==> config.mk <==
export PLATFORM = sky130hd
export DESIGN_NAME = bin2dec_text_seq
export DESIGN_NICKNAME = d
export VERILOG_FILES = /design/src/rtl/bin2dec_text_seq.sv
export SDC_FILE = /design/constraint.sdc
export NUM_CORES = 1
export LEC_CHECK = 0
export ABC_AREA = 1
export BUFFER_PORTS_ARGS = -buffer_cell sky130_fd_sc_hd__buf_2
export CORE_MARGIN = 2
export CORE_UTILIZATION = 25
export CTS_CLUSTER_SIZE = 16
export DETAILED_ROUTE_END_ITERATION = 7
export SYNTH_ARGS = -nofsm -noshare
export SYNTH_HDL_FRONTEND = slang
export SYNTH_SLANG_ARGS = --single-unit
==> constraint.sdc <==
create_clock -name vga_clk -period 5.5 [get_ports vga_clk]
set_input_delay 1.1 -clock vga_clk [delete_from_list [all_inputs] [get_ports vga_clk]]
set_output_delay 1.1 -clock vga_clk [all_outputs]
set_load 0.05 [all_outputs]
==> src/rtl/bin2dec_text_seq.sv <==
// Multi-cycle binary-to-ASCII decimal converter (double-dabble) feeding the text renderer.
// Produces a sign byte followed by DIGITS decimal characters, MSB first, held between conversions.
module bin2dec_text_seq #(
  parameter int WIDTH    = 32,
  parameter int DIGITS   = 10,
  parameter int LZ_BLANK = 0
) (
  input  logic                       vga_clk,
  input  logic                       reset,
  input  logic                       start,
  input  logic [WIDTH-1:0]           value,
  input  logic                       is_signed,
  output logic                       busy,
  output logic                       done,
  output logic [0:(DIGITS+1)*8-1]    text
);

  localparam int BW = DIGITS * 4;
  localparam int CW = (WIDTH > 1) ? $clog2(WIDTH) : 1;
  localparam int TW = (DIGITS + 1) * 8;

  typedef enum logic [1:0] {IDLE, LOAD, SHIFT, FORMAT} state_t;

  state_t           state, state_nx;
  logic [WIDTH-1:0] val_q;
  logic             sgn_q;
  logic             neg_q;
  logic [WIDTH-1:0] mag_q;
  logic [BW-1:0]    bcd_q;
  logic [BW-1:0]    bcd_adj;
  logic [CW-1:0]    cnt_q;
  logic [0:TW-1]    text_fmt;
  logic             lead;
  logic [3:0]       nib;
  logic [3:0]       adj_nib;

  // Handshake: start is sampled only in IDLE; busy covers LOAD..FORMAT;
  // done pulses for one cycle on the same edge that updates text.
  always_ff @(posedge vga_clk or posedge reset) begin
    if (reset) state <= IDLE;
    else       state <= state_nx;
  end

  always_comb begin
    state_nx = state;
    case (state)
      IDLE:    if (start) state_nx = LOAD;
      LOAD:    state_nx = SHIFT;
      SHIFT:   if (cnt_q == '0) state_nx = FORMAT;
      FORMAT:  state_nx = IDLE;
      default: state_nx = IDLE;
    endcase
  end

  always_comb begin
    busy = (state != IDLE);
  end

  // Add-3 correction on every BCD nibble before the shift.
  always_comb begin
    bcd_adj = bcd_q;
    adj_nib = '0;
    for (int d = 0; d < DIGITS; d++) begin
      adj_nib = bcd_q[d*4 +: 4];
      if (adj_nib >= 4'd5) bcd_adj[d*4 +: 4] = adj_nib + 4'd3;
    end
  end

  // Leading-zero blanking never touches the last digit, so zero prints as "0".
  always_comb begin
    text_fmt = '0;
    lead     = 1'b1;
    nib      = '0;
    text_fmt[0 +: 8] = neg_q ? 8'h2D : 8'h20;
    for (int j = 1; j <= DIGITS; j++) begin
      nib = bcd_q[(DIGITS-j)*4 +: 4];
      if ((LZ_BLANK != 0) && lead && (nib == 4'd0) && (j != DIGITS)) begin
        text_fmt[j*8 +: 8] = 8'h20;
      end else begin
        text_fmt[j*8 +: 8] = {4'h3, nib};
        lead = 1'b0;
      end
    end
  end

  always_ff @(posedge vga_clk or posedge reset) begin
    if (reset) begin
      val_q <= '0;
      sgn_q <= 1'b0;
      neg_q <= 1'b0;
      mag_q <= '0;
      bcd_q <= '0;
      cnt_q <= '0;
      done  <= 1'b0;
      text  <= {(DIGITS+1){8'h20}};
    end else begin
      done <= (state == FORMAT);
      case (state)
        IDLE: begin
          if (start) begin
            val_q <= value;
            sgn_q <= is_signed;
          end
        end
        LOAD: begin
          neg_q <= sgn_q & val_q[WIDTH-1];
          mag_q <= (sgn_q & val_q[WIDTH-1]) ? (~val_q) + WIDTH'(1) : val_q;
          bcd_q <= '0;
          cnt_q <= CW'(WIDTH - 1);
        end
        SHIFT: begin
          bcd_q <= {bcd_adj[BW-2:0], mag_q[WIDTH-1]};
          mag_q <= {mag_q[WIDTH-2:0], 1'b0};
          cnt_q <= cnt_q - CW'(1);
        end
        FORMAT: begin
          text <= text_fmt;
        end
        default: ;
      endcase
    end
  end

endmodule

Yosys cells after proc, flatten, opt, wreduce, memory -nomap -nowiden
Index checks and enable logic that the tools add are counted.
Word-level totals
  register bits after elaboration: 170
  output and inout port bits: 90
  logic and storage cells: 62
Cells by class
  $add $sub $neg: 12
  $lt $le $gt $ge: 10
  equal/unequal tests: 5
  mux-type cells: 18
  bitwise logic cells: 2
  reductions and logical operators: 6
Operator list (count)
  case mux 40 bit (2 select lines): 1
  case mux 32 bit (2 select lines): 1
  greater-or-equal comparator 4 x 3 -> 1 bit (second input constant): 10
  two-way mux 4 bit: 10
  adder 4 x 2 -> 4 bit (second input constant): 9
  adder 32 x 1 -> 32 bit (second input constant): 1
  two-way mux 32 bit: 1
  inverter 32 bit: 1
  case mux 5 bit (2 select lines): 1
  case mux 2 bit (4 select lines): 1
  logical NOT 5 bit: 1
  subtractor 5 x 1 -> 5 bit (second input constant): 1
  == test 2 bit (second input constant): 2
  two-way mux 2 bit: 2
  inequality test 2 bit (second input constant): 2
  AND reduction 2 bit: 2
  nonzero test 2 bit: 2
  adder 3 x 2 -> 3 bit (second input constant): 1
  two-way mux 3 bit: 1
  == test 2 x 1 -> 1 bit (second input constant): 1
  logical NOT 2 bit: 1
  bitwise AND 1 bit: 1

Depth between registers and ports, before layout
Gate-level depths: netlist (run 1).
  depth after elaboration: 4
  gate-level depth with buffers: 10
  mapped depth without buffers: 10

Least setup slack after synthesis (run 1)
Ideal clock, no wire load.
  path type: reg2out
  start: register text[11] (netlist name)
  end: output port text[11] (netlist name)
  arrival: 1044 ps
  data required time: 4400 ps
  setup slack: 3356 ps
  cell stages (with the launch flop): 2
  path buffers: 1
  path through: dfrtp_1 > buf_4
RTL lines
  start, declared: line 15  | output logic [0:(DIGITS+1)*8-1] text
  start signal, assigned: line 95  | text <= {(DIGITS+1){8'h20}};
  start signal, assigned: line 117  | text <= text_fmt;
No word-level cell between the ends.

Worst setup path in the final report (run 1)
  start: register state[0]
  end: output port busy
On the way
  longest elaborated chain between the ends: 1
Ends and longest elaborated chain
  start, declared: line 24  | state_t state, state_nx;
  start signal, assigned: line 41  | else state <= state_nx;
  nonzero test 2 bit: line 56  | busy = (state != IDLE);
  end, declared: line 13  | output logic busy,
Every way passes these cells.

==> results of run 1 <==
[path summary, 6_finish.rpt]
kind	start	endpoint	depth (start not counted)
max	state[0]	busy	4
min in group asynchronous	reset	val_q[0]	2
max in group asynchronous	reset	val_q[24]	3
min	text[85]	text[85]	2
max reg2reg	state[0]	bcd_q[2]	8
min reg2reg	text[85]	text[85]	2
[power breakdown]
group	leakage, uW	switching (uW)	internal (uW)	total [uW]
registers	0.00198	187	1440	1630
logic	0.00223	1390	560	1950
clock network	0.000284	476	706	1180
total	0.00449	2050	2700	4760
[synthesized netlist by cell type (5+ instances only)]
| cell | count | area, um^2 |
|---|---|---|
| nand3_1 | 68 | 340 |
| ha_1 | 27 | 338 |
| nand2_2 | 7 | 43.8 |
| inv_2 | 5 | 18.8 |
| nand4_1 | 6 | 37.5 |
| buf_2 | 15 | 75.1 |
| clkbuf_1 | 15 | 56.3 |
| or2_2 | 14 | 87.6 |
| buf_4 | 50 | 375 |
| nand2_1 | 202 | 758 |
| nor2_1 | 99 | 372 |
| o22ai_1 | 25 | 156 |
| inv_1 | 119 | 447 |
| dfrtp_1 | 156 | 3900 |
| o21ai_0 | 119 | 596 |
| xor2_1 | 8 | 70.1 |
| a21oi_1 | 60 | 300 |
[state kept, by name, indices dropped and copies added, names as in the netlist]
| signal | count |
|---|---|
| state | 2 |
| val_q | 32 |
| neg_q | 1 |
| mag_q | 32 |
| sgn_q | 1 |
| text | 42 |
| done | 1 |
| cnt_q | 5 |
| bcd_q | 40 |
[layout by cell type (no fill, tap or decap), types with 2 or more instances in the layout]
master	n
inv_6	2
nand2_2	8
inv_2	5
ha_1	26
clkbuf_8	3
clkinvlp_4	2
nor2_1	99
conb_1	35
mux2_2	2
or2_2	14
clkbuf_1	3
o22ai_1	25
clkinv_4	2
buf_4	6
xor2_1	8
nor2_2	3
nand2_1	201
buf_2	90
clkinv_2	2
o21bai_1	3
a21oi_1	60
o32ai_1	3
o221ai_1	4
o21ai_0	119
bufinv_16	2
nand3_1	68
nor2_4	3
clkbuf_16	17
dfrtp_1	156
nand4_1	6
inv_1	118
[worst max-delay path, delay by kind of cell (launching register included)]
kind | cells | cell delay (ns)
buffers and inverters | 3 | 0.43
DFF | 1 | 0.40
adders and majority gates | 1 | 0.21
[metal layers]
layer  up-vias  global-route usage
met5         -                   0
met4         0              0.0359
met3        18              0.0254
met2       126               0.177
met1      3015               0.158
li1       3356                   -
[metrics by stage]
| stage | hold WS, ns | instances | worst slack, ns | cell area [um^2] | total power [uW] |
|---|---|---|---|---|---|
| floorplan | 0.447 | 1054 | 0.193 | 8310 | 3190 |
| global placement | 0.460 | 1511 | 3.14 | 8850 | 3570 |
| detailed placement | 0.468 | 1511 | 3.12 | 8850 | 3590 |
| CTS | 0.482 | 1543 | 2.88 | 9440 | 4800 |
| global route | 0.500 | 1543 | 2.82 | 9440 | 5160 |
| finish | 0.474 | 1543 | 2.92 | 9440 | 4760 |
[area by class of cell]
class	instances	area [um^2]	area share
clock inverters	9	111	0.0118
well taps	442	553	0.0586
repair buffers	96	495	0.0525
inverters	124	470	0.0498
flip-flops and latches	156	3900	0.413
multi-input cells	693	3430	0.363
clock buffers	23	478	0.0506
[cell families (layout without fill, tap and decap cells)]
family          count (synthesis)  in the layout  share of synthesized area
compound gates                216            216                      0.141
xor+xnor                        9              9                    0.00963
fa+ha+maj                      27             27                     0.0413
buf+inv                       205            252                      0.120
flops                         156            156                      0.477
mux                             2              2                    0.00275
other cells                     2             35                   0.000917
simple gates                  404            404                      0.208
==> summary.txt, run 1 <==
Clock tree
  • Clock Tree Root: clkbuf_16
  • Num CTS Buffers: 17
  • Post-CTS Setup Bufs: 0
  • CTS Hold Bufs: 0
  • Clk_lat worst skew: 0.43 ns
  • CTS max path bufs: 2
  • Clock-pin slew on the worst setup and hold paths: 0.07 ns
  • Clock sink count: 156
  • Htree depth: 4
  • CTS tree: built
  • PostCTS Resize Cnt: 0

Floorplan
  • Core Box Area: 32,400 um^2
  • Initial Util: 0.253
  • DIE AREA: 34,200 um^2
  • Die W: 185 um
  • Num ports: 126
  • Die height: 185 um
  • Num rows: 66

Worst setup path
  • CP Cell Sequence: inv_1 -> ha_2 -> inv_1 -> buf_2
  • Cell repeated most along the worst path: inv_1
  • Crit path largest cell delay: 0.40 ns
  • Worst Path Required: 4.40 ns
  • R2R setup slack: 3.19 ns
  • CP Capture Type: output pin
  • Critical Path Fanout Max: 4
  • Arrival time worst endpoint: 1.48 ns
  • Type of origin of the critical path: flop
  • CP max-delay cell: dfrtp_1
  • Crit Path Category: reg2out

Detailed routing
  • Routed wl met2: 8300 um
  • Routed Antenna Nets: 0
  • Final wirelength: 18,900 um
  • DR vias: 6,515
  • DRT Pass-1 Iters: 5
  • Via density: 4.22
  • Drt wl/cell: 12.2 um
  • M1 WL: 9590 um
  • DR WL met3: 735 um
  • First-iteration detailed-routing DRC count: 321
  • DRC: 0
  • Highest metal used: met4

Global routing
  • Pin count of the biggest net entering global routing: 82
  • Antenna violations before repair: 0
  • Via count of the first global-routing pass: 6,144
  • First-pass GRT wire length: 31,000 um
  • Gr usage total: 0.114
  • GR Overflow Total: 0

Power and ir drop
  • Total leakage power: 0.00449 uW
  • Pwr Density: 504 nW/um^2
  • Worst-case vdd ir drop: 229 uV

Run
  • Max cap viols: 0

Outcome
  • Outcome: finished, final reports clean

Yosys
  • Synth Cell Area: 8190 um^2
  • Post-synthesis sequential area ratio: 0.477
  • EDFF count, synth: 0
  • Top FF cell, synth: dfrtp_1
  • YS warnings: 0
  • Synth async-reset ratio: 1.00
  • Synthesized instance count: 1,021
  • Cell variety after synth: 30
  • Synthesized area per cell: 8.02 um^2
  • Flops & latches, synth: 156

Layout
  • # nets final: 1,151
  • N_diodes: 0
  • Filler cell count: 3,531
  • Layout cells sized above 1: 0.147
  • Layout area overhead: 15.3%
  • Final Util: 0.292

Timing
  • Final count of hold timing violations: 0
  • Setup TNS: 0 ns
  • Slew @ Worst Pin: 0.686 ns
  • Final setup skew: 0.00835 ns
  • Slew margin rel.: 0.541
  • Final setup violation count: 0
  • Count of pins over their slew limit: 0
  • Tcrit/Tclk final: 0.469
  • RSZ-0062 raised after global routing: false
  • F_max: 388 MHz
  • Crit path time final: 2.58 ns

Placement
  • GPL Wtd Cong: 0.865
  • Port Buffers: 90
  • Final HPWL from detailed placement: 13,100 um

Hold path
  • Path category of the worst min-delay check: reg2reg
No activity file was read; power rests on OpenSTA's default activity.
==> inputs of run 2 (changes only) <==
- clock period: 5.5 -> 2.1 ns (I/O delays scaled with it)
==> summary.txt, run 2 (synthesis results as in run 1) <==
Power and ir drop
  • Internal: 7400 uW (+170%)
  • Worst-case vdd ir drop: 806 uV (+250%)
  • Clock power frac: 0.248 (about the same)
  • Sw Share: 0.420 (-0.0114)
  • Comb pwr share: 0.418 (+0.008)
  • Pwr Density: 1320 nW/um^2 (+160%)
  • Reg power frac: 0.334 (-0.008)
  • Total leakage power: 0.00459 uW (+2.0%)
  • P_sw: 5360 uW (+160%)

Clock tree
  • Clock-pin slew on the worst setup and hold paths: 0.07 ns (about the same)
  • PostCTS Resize Cnt: 0 (unchanged)
  • Clock Tree Root: clkbuf_16
  • Post-CTS Setup Bufs: 0 (unchanged)
  • Clock sink count: 156 (unchanged)
  • CTS tree: built
  • CTS Hold Bufs: 0 (unchanged)
  • Htree depth: 4 (unchanged)
  • Num CTS Buffers: 17 (unchanged)
  • CTS max path bufs: 2 (unchanged)
  • Clk_lat worst skew: 0.44 ns (about the same)

Detailed routing
  • DRT Pass-1 Iters: 5 (unchanged)
  • Routed Antenna Nets: 0 (unchanged)
  • First-iteration detailed-routing DRC count: 326 (+1.6%)
  • Via density: 4.19 (-0.69%)
  • DRC: 0 (unchanged)
  • Final wirelength: 18,600 um (-1.4%)
  • DR vias: 6,516 (+0.015%)
  • Drt wl/cell: 12.0 um (-2.1%)

Global routing
  • Via count of the first global-routing pass: 6,273 (+2.1%)
  • First-pass GRT wire length: 31,000 um (unchanged)
  • Antenna violations before repair: 0 (unchanged)
  • GR Overflow Total: 0 (unchanged)
  • Pin count of the biggest net entering global routing: 82 (unchanged)
  • Gr usage total: 0.113 (-0.000708)

Floorplan
  • Core Box Area: 32,400 um^2 (unchanged)
  • Die W: 185 um (unchanged)
  • Die height: 185 um (unchanged)
  • Initial Util: 0.253 (unchanged)
  • Num ports: 126 (unchanged)
  • Num rows: 66 (unchanged)
  • DIE AREA: 34,200 um^2 (unchanged)

Placement
  • Placed Cells: 1,522 (+0.73%)
  • Port Buffers: 90 (unchanged)
  • GPL Wtd Cong: 0.860 (-0.57%)
  • Final HPWL from detailed placement: 13,400 um (+2.5%)

Worst setup path
  • Crit path largest cell delay: 0.40 ns (about the same)
  • Delay-heaviest family, CP: buffers and inverters
  • Crit Path Category: reg2out
  • CP max-delay cell: dfrtp_1
  • Critical Path Fanout Max: 4 (unchanged)
  • Worst Path Required: 1.68 ns (-2.72 ns)
  • CP Cell Sequence: inv_1 -> ha_2 -> inv_1 -> buf_2
  • Arrival time worst endpoint: 1.45 ns (-0.03 ns)
  • CP Capture Type: output pin
  • Type of origin of the critical path: flop
  • Sum of buffers and inverters on the critical path: 3 (unchanged)
  • Cell repeated most along the worst path: inv_1

Timing
  • RSZ-0062 raised after global routing: false
  • Final setup skew: 0.00938 ns (+0.00103 ns)
  • Final count of hold timing violations: 0 (unchanged)
  • Slew @ Worst Pin: 0.659 ns (-0.0270 ns)
  • Count of pins over their slew limit: 0 (unchanged)
  • Tcrit/Tclk final: 0.890
  • F_max: 535 MHz
  • Min Hold Slack: 0.0760 ns (-0.398 ns)
  • Crit path time final: 1.87 ns
  • Slew margin rel.: 0.560 (+0.0181)
  • Final setup violation count: 0 (unchanged)

Layout
  • N_diodes: 0 (unchanged)
  • Max reg flops: 42 (unchanged)
  • Layout area overhead: 17.7%
  • Finished Layout Cells: 1,554 (+0.71%)
  • # nets final: 1,162 (+0.96%)
  • Final Util: 0.298 (+0.00607)
  • Largest Register: text
  • Commonest non-fill, non-tap cell in the layout: nand2_1
  • Layout cells sized above 1: 0.156 (+0.00844)
  • Registers with the most flip-flops: text: 42 flops, bcd_q: 40 flops
  • Most frequent cells in the layout: nand2_1 (201), dfrtp_1 (156), o21ai_0 (119), inv_1 (118), nor2_1 (99)

Run
  • Max cap viols: 0 (unchanged)

Outcome
  • Outcome: finished, final reports clean

Hold path
  • Path category of the worst min-delay check: in2async
## run 2: worst paths after layout
path / start / endpoint / slack [ns] / depth (start not counted)
max in group asynchronous: reset / bcd_q[20] / 1.38 / 3
worst min-delay path: reset / text[11] / 0.08 / 2
worst max register to register: state[1] / mag_q[12] / 0.32 / 7
min in group vga_clk: value[2] / val_q[2] / 0.22 / 2
worst max-delay path: state[0] / busy / 0.23 / 4
worst min register to register: text[68] / text[68] / 0.47 / 2
## run 2: layer usage
layer / wire length (um) / global-route usage / vias up
li1: - / - / 3365
met2: 8390 / 0.176 / 137
met3: 707 / 0.0271 / 28
met4: 317 / 0.0387 / 0
met5: 0 / 0 / -
met1: 9180 / 0.155 / 2986
## run 2: area by class of cell
type,instances,area [um^2]
clock buffers,22,464
well taps,442,553
inverters,124,469
multi-input cells,693,3430
repair buffers,107,678
flip-flops and latches,156,3900
fillers,3512,22700
clock inverters,10,140
## run 2: per-stage QoR
stage	power [uW]	setup WS, ns	cell area, um^2	TNS [ns]
5_1_grt	13800	0.143	9640	0
3_5_place_dp	9670	0.329	9030	0
4_1_cts	12900	0.194	9640	0
2_1_floorplan	8360	-0.293	8320	-45.69
6_report	12800	0.232	9640	0
3_3_place_gp	9560	0.388	9030	0
## run 2: power by group through the flow
stage,clock network [uW],registers [uW],logic [uW]
floorplan,0,4290,4060
CTS,3260,4260,5380
global placement,0,4300,5260
finish,3160,4270,5330
detailed placement,0,4310,5360
global route,3390,4370,6040
